## src/rtl/dm_bus_pkg.sv

```systemverilog
// Shared types and defaults for the data-memory bus controller.
// Holds the controller state encoding, the default timeout/error data, and the read byte-enable constant.
package dm_bus_pkg;

    typedef enum logic [1:0] {
        S_IDLE = 2'd0,
        S_REQ  = 2'd1,
        S_DONE = 2'd2
    } state_t;

    localparam int          DEF_TIMEOUT  = 255;
    localparam int          DEF_TO_W     = 8;
    localparam logic [31:0] DEF_ERR_DATA = 32'hDEADBEEF;
    localparam logic [3:0]  BE_READ      = 4'hF;

endpackage

```

## src/rtl/dm_timeout_cnt.sv

```systemverilog
// Saturating wait-state counter; flags expiry once TIMEOUT-1 REQ cycles have elapsed.
// Counts only while enabled and holds at all-ones instead of wrapping.
module dm_timeout_cnt
    import dm_bus_pkg::*;
#(
    parameter int TIMEOUT = DEF_TIMEOUT,
    parameter int TO_W    = DEF_TO_W
) (
    input  logic clk,
    input  logic rst,
    input  logic clr,
    input  logic en,
    output logic expired
);

    localparam logic [TO_W-1:0] LAST = TO_W'(TIMEOUT - 1);

    logic [TO_W-1:0] cnt;

    // NOTE: sequential state uses non-blocking assignments so every flop samples pre-edge values.
    always_ff @(posedge clk or negedge rst) begin
        if (!rst) begin
            cnt <= '0;
        end else if (clr) begin
            cnt <= '0;
        end else if (en && (cnt != '1)) begin
            cnt <= cnt + 1'b1;
        end
    end

    assign expired = (cnt == LAST);

endmodule

```

## src/rtl/dm_bus_ctrl.sv

```systemverilog
// Bridges the single-cycle MEM-stage DM port onto a req/ack bus with wait states and timeout.
// The pipeline is stalled from request until the DONE cycle; only cpu_stall is combinational.
module dm_bus_ctrl
    import dm_bus_pkg::*;
#(
    parameter int                ADDR_W   = 32,
    parameter int                DATA_W   = 32,
    parameter int                TIMEOUT  = DEF_TIMEOUT,
    parameter int                TO_W     = DEF_TO_W,
    parameter logic [DATA_W-1:0] ERR_DATA = DATA_W'(DEF_ERR_DATA)
) (
    input  logic              clk,
    input  logic              rst,
    input  logic              cpu_mem_w,
    input  logic              cpu_mem_r,
    input  logic [3:0]        cpu_wea,
    input  logic [ADDR_W-1:0] cpu_addr,
    input  logic [DATA_W-1:0] cpu_wdata,
    output logic [DATA_W-1:0] cpu_rdata,
    output logic              cpu_stall,
    output logic              bus_req,
    output logic              bus_we,
    output logic [3:0]        bus_be,
    output logic [ADDR_W-1:0] bus_addr,
    output logic [DATA_W-1:0] bus_wdata,
    input  logic [DATA_W-1:0] bus_rdata,
    input  logic              bus_ack,
    output logic              bus_err,
    output logic [ADDR_W-1:0] err_addr
);

    state_t state, state_next;
    logic   launch, done_ok, done_to;
    logic   cnt_clr, cnt_en, expired;

    always_ff @(posedge clk or negedge rst) begin
        if (!rst) begin
            state <= S_IDLE;
        end else begin
            state <= state_next;
        end
    end

    // NOTE: every always_comb output is defaulted first so no path can infer a latch.
    always_comb begin
        state_next = state;
        launch     = 1'b0;
        done_ok    = 1'b0;
        done_to    = 1'b0;
        case (state)
            S_IDLE: begin
                if (cpu_mem_w || cpu_mem_r) begin
                    launch     = 1'b1;
                    state_next = S_REQ;
                end
            end
            S_REQ: begin
                if (bus_ack) begin
                    done_ok    = 1'b1;
                    state_next = S_DONE;
                end else if (expired) begin
                    done_to    = 1'b1;
                    state_next = S_DONE;
                end
            end
            S_DONE:  state_next = S_IDLE;
            default: state_next = S_IDLE;
        endcase
    end

    assign cpu_stall = ((state == S_IDLE) && (cpu_mem_w || cpu_mem_r)) || (state == S_REQ);
    assign cnt_en    = (state == S_REQ);
    assign cnt_clr   = (state != S_REQ) || done_ok || done_to;

    dm_timeout_cnt #(
        .TIMEOUT (TIMEOUT),
        .TO_W    (TO_W)
    ) u_timeout_cnt (
        .clk     (clk),
        .rst     (rst),
        .clr     (cnt_clr),
        .en      (cnt_en),
        .expired (expired)
    );

    always_ff @(posedge clk or negedge rst) begin
        if (!rst) begin
            bus_req   <= 1'b0;
            bus_we    <= 1'b0;
            bus_be    <= '0;
            bus_addr  <= '0;
            bus_wdata <= '0;
            bus_err   <= 1'b0;
            cpu_rdata <= '0;
            err_addr  <= '0;
        end else begin
            bus_req <= (state_next == S_REQ);
            bus_err <= done_to;
            if (launch) begin
                bus_addr  <= cpu_addr;
                bus_wdata <= cpu_wdata;
                bus_we    <= cpu_mem_w;
                bus_be    <= cpu_mem_w ? cpu_wea : BE_READ;
            end
            if (done_ok && !bus_we) begin
                cpu_rdata <= bus_rdata;
            end
            // A timed-out load still completes, returning the poison word.
            if (done_to) begin
                err_addr <= bus_addr;
                if (!bus_we) begin
                    cpu_rdata <= ERR_DATA;
                end
            end
        end
    end

endmodule
```

## config.mk

```make
export PLATFORM = sky130hd
export DESIGN_NAME = dm_bus_ctrl
export DESIGN_NICKNAME = d
export VERILOG_FILES = /design/src/rtl/dm_bus_pkg.sv /design/src/rtl/dm_timeout_cnt.sv /design/src/rtl/dm_bus_ctrl.sv
export SDC_FILE = /design/constraint.sdc
export NUM_CORES = 1
export LEC_CHECK = 0
export BUFFER_PORTS_ARGS = -buffer_cell sky130_fd_sc_hd__buf_2
export CORE_ASPECT_RATIO = 1.5
export CORE_UTILIZATION = 30
export CTS_BUF_LIST = sky130_fd_sc_hd__clkbuf_2
export DETAILED_ROUTE_END_ITERATION = 8
export PLACE_DENSITY = 0.55
export SYNTH_ARGS = -nofsm -noshare
export SYNTH_HDL_FRONTEND = slang
export SYNTH_HIERARCHICAL = 1
export SYNTH_SLANG_ARGS = --single-unit
export TNS_END_PERCENT = 1
```

## constraint.sdc

```tcl
create_clock -name clk -period 5.1 [get_ports clk]
set_input_delay 1.02 -clock clk [delete_from_list [all_inputs] [get_ports clk]]
set_output_delay 1.02 -clock clk [all_outputs]
set_load 0.05 [all_outputs]
```

* Word-level counts from Yosys, hierarchy flattened
Cells that the tools add are included.
** Storage, ports and cells
- Register bits :: 145
- Input port bits :: 105
- Output and inout port bits :: 136
** Cells by class
- $add $sub $neg :: 1
- Eq/ne operators :: 5
- Muxes and demuxes :: 17
- Reduce and logical (&&, ||, !) cells :: 10
** Operators with widths (count)
- 32-bit two-way mux :: 3
- 8-bit two-way mux :: 2
- 8-bit by 1-bit adder with 8-bit output, second input constant :: 1
- 8-bit equality test, second input constant :: 1
- 8-bit != test, second input constant :: 1
- 1-bit two-way mux :: 7
- 2-bit two-way mux :: 3
- 2-bit by 1-bit equality test with 1-bit output, second input constant :: 2
- 1-bit logical OR :: 4
- 4-bit two-way mux :: 1
- 2-bit case mux with 2 select lines :: 1
- 1-bit logical AND :: 3
- 2-bit logical NOT :: 1
- 2-bit by 1-bit != test with 1-bit output, second input constant :: 1
- 2-bit nonzero test :: 1
- 1-bit logical NOT :: 1

* Depth between registers and ports, before layout
- Word-level depth :: 6
- Mapped depth :: 8
- Gate-level depth less buffers :: 7

* Hierarchy
The synthesis kept the hierarchy.
** By module, submodules not included
- dm_bus_ctrl :: times used 1, cells an instance 310, area an instance 5186.2 um^2
- dm_timeout_cnt :: times used 1, cells an instance 52, area an instance 508.0 um^2

* Worst setup path before layout
No wires, ideal clock.
- Kind :: input -> output
- From :: in cpu_mem_r
- To :: out cpu_stall
- Arrival :: 1704 ps
- Setup slack :: 2376 ps
- Stages on the path :: 2
- Buffers on the path :: 0
- Cell sequence :: nor3_1 nor2_1
** Between the ends
- Longest elaborated chain between the ends :: 3
** RTL lines
- start, declared :: RTL line dm_bus_ctrl.sv:15 : input logic cpu_mem_r,
- 1-bit logical OR :: RTL line dm_bus_ctrl.sv:71 : assign cpu_stall = ((state == S_IDLE) && (cpu_mem_w || cpu_mem_r)) || (state == S_REQ);
- 1-bit logical AND :: RTL line dm_bus_ctrl.sv:71
- 1-bit logical OR :: RTL line dm_bus_ctrl.sv:71
- end, declared :: RTL line dm_bus_ctrl.sv:20 : output logic cpu_stall,
No other way between the ends.

* Worst setup path after layout
- From :: reg state[0]
- To :: out cpu_stall
** Between the ends
- Longest elaborated chain between the ends :: 3
- Elaborated cells on any way between the ends :: 4
** RTL lines
- start, declared :: RTL line dm_bus_ctrl.sv:32 : state_t state, state_next;
- start signal, assigned :: RTL line dm_bus_ctrl.sv:40 : state <= state_next;
- 2-bit logical NOT :: RTL line dm_bus_ctrl.sv:71
- 1-bit logical AND :: RTL line dm_bus_ctrl.sv:71
- 1-bit logical OR * :: RTL line dm_bus_ctrl.sv:71
Mark *: on every way between the ends. The rest lies on a longest branch, timed or not.

==> impl_metrics.toml <==
[run_status]
outcome = "complete, no violations"

[critical_path]
timing.critical_path.cells = "nor3_1, nor2_1, buf_2"
r2r_setup_slack_ns = 2.72
slowest_stage = "dfrtp_1"
critPathKind = "reg2out"
crit_cells = 3
crit_required_ns = 4.08
endpoint_kind = "primary output"
cp-endpoint = "cpu_stall"
path_buf_inv = 1
path_max_fanout = 7
rr_worst_depth = 4
r2r_start = "state[1]"
startpoint_type = "flop"
slowest_delay_ns = 0.50
cp.arrival_ns = 1.66
crit_start = "state[0]"
critPathTopFamily = "flip-flops"

[floorplanning]
die_h_um = 171
pin_count = 241
fp-row-count = 61
initial_core_util_pct = 30.7
fp.dieW_um = 114
dieArea_um2 = 19500
core_area_um2 = 18500

[sta]
relSlewSlack_pct = 33.7
period_needed_ns = 2.68
fin_skew_ns = 0.0453
rsz0062_at_grt = "false"
timing.fmax_mhz = 373
worst_pin_slew_ns = 0.992
worst_hold_slack_ns = 0.413
finalHoldViolCount = 0
drv_slew = 0
setup_viol = 0
fin_setup_tns_ns = 0
fin_crit_sh_pct = 52.6

[logic_synthesis]
ys_ff_latch = 145
synth_edf_count = 0
syn_nets = 469
synth.most_common_cell = "dfrtp_1"
dominantRegCellSynth = "dfrtp_1"
seq_area_frac_synth_pct = 63.7
syn_inst = 362
ys_top_cells_by_count = "dfrtp_1, mux2_2, mux2_4"
synth_area_leader_cell = "dfrtp_1"
syn_avg_cell_area_um2 = 15.7
synth_top_area_share_pct = 63.7
ys_types = 36
netlist_area_um2 = 5690
yosysWarningCount = 6
async_flop_share_pct = 100
synth_area_leaders = "dfrtp_1, mux2_2, mux2_4"

[drt]
drt-total-wl_um = 13300
drtIter0Drc = 139
drc = 0
viasPerCell = 4.51
vias = 3926
firstDrtPassIters = 4
final_antenna_net_count = 0
wl_per_cell_um = 15.3

[global_route]
grt_max_degree = 108
met1_usage_pct = 14.9
met3_usage_pct = 4.11
busiest_layer = "met2"
antenna_found_initial = 1
grt_pass1_vias = 4174
grt_use_met2_pct = 25.2
track_usage_pct = 13.9
grt_overflow = 0
grt_pass1_wl_um = 20900

[cts]
ctsResizeCount = 0
cts_buffers = 17
post_cts_buffers = 0
postCtsHoldBufs = 0
cts-root-buf = "clkbuf_2"
clockBufferDepth = 2
cts.clk_slew.worst_paths_ns = 0.24
clock-sinks = 145
clk_latency_ns = 0.72
cts_tree = "built"
h-tree-depth = 4

[place]
post-place-cells = 838
gp_congestion = 0.735
place_hpwl_um = 9560
portBuffers = 240

[layout]
area_growth_pct = 28.9
drive_above_1_share_pct = 61.5
fin_cells = 871
n_fill_cell = 1811
utilization_pct = 39.6
nets = 712

[pwr]
peakVddDrop_mv = 0.368
p_leak_uw = 0.00362
power.density_nw_per_um2 = 702
total_power_uw = 5150

[hold_path]
hp-class = "in2async"

[run]
cap_violations = 0
[cell type report]
class	count	area (µm²)	area share [%]
flip-flops and latches	145	3630	49.4
clock buffers	17	85.1	1.16
clock inverters	15	124	1.69
inverters	9	33.8	0.460
well taps	252	315	4.30
multi-input cells	188	1900	25.9
repair buffers	244	1250	17.0
diodes	1	2.50	0.0341
[per-layer routing]
layer	wire length [µm]	vias up	part of all wire, %
li1	-	1803	-
met1	5040	1965	38
met2	7300	137	55
met3	671	21	5.0
met4	321	0	2.4
met5	0	-	0
[cell usage in the layout, fill, tap and decap left out, types with 2 or more instances in the layout]
cell type     n
a211oi_1      2
a21oi_1       8
a22o_1        8
a311oi_1      2
a41oi_1       2
and3_1        3
buf_2       239
buf_4         3
clkbuf_2     17
clkinv_4      2
clkinvlp_4    3
dfrtp_1     145
ha_1          2
inv_1         9
inv_6         6
inv_8         2
mux2_2       68
mux2_4       29
nand2_1       4
nand3_1       4
nor2_1        6
nor3_1        5
nor4b_1       5
o22a_1       24
[where the power goes]
part	switching [µW]	leakage [µW]	internal (µW)	total (µW)
Sequential	254	0.00177	1560	1820
Clock	458	0.000124	142	600
Combinational	1980	0.00172	755	2740
Total	2700	0.00362	2460	5150
[logic make-up (layout without fill, tap and decap cells)]
logic type               Yosys count  count (layout)  share of synthesized area [%]
other                              0               1                              0
multiplexers                      98              98                           21.3
adder cells (fa/ha/maj)            2               2                          0.439
AO/OA/AOI/OAI                     50              50                           7.08
buffers and inverters             29             285                           3.10
flip-flops                       145             145                           63.7
AND/OR/NAND/NOR                   38              38                           4.37
[metrics by stage]
| stage | setup slack [ns] | area [µm²] |
|---|---|---|
| 5_1_grt | 2.25 | 7340 |
| 6_report | 2.42 | 7340 |
| 3_3_place_gp | 2.35 | 7130 |
| 2_1_floorplan | 2.38 | 5690 |
| 4_1_cts | 2.32 | 7340 |
| 3_5_place_dp | 2.27 | 7130 |
[worst min path at each step]
stage	startpoint	to	slack, ns	cells past startpoint
6_report	rst	err_addr[17]	0.41	1
3_3_place_gp	bus_wdata[27]	bus_wdata[27]	0.48	1
2_1_floorplan	u_timeout_cnt/cnt[7]	u_timeout_cnt/cnt[7]	0.52	1
4_1_cts	rst	err_addr[21]	0.36	1
3_5_place_dp	flop	flop	0.49	1
5_1_grt	bus_rdata[28]	flop	0.36	2
No activity file was read; power rests on OpenSTA's default activity.
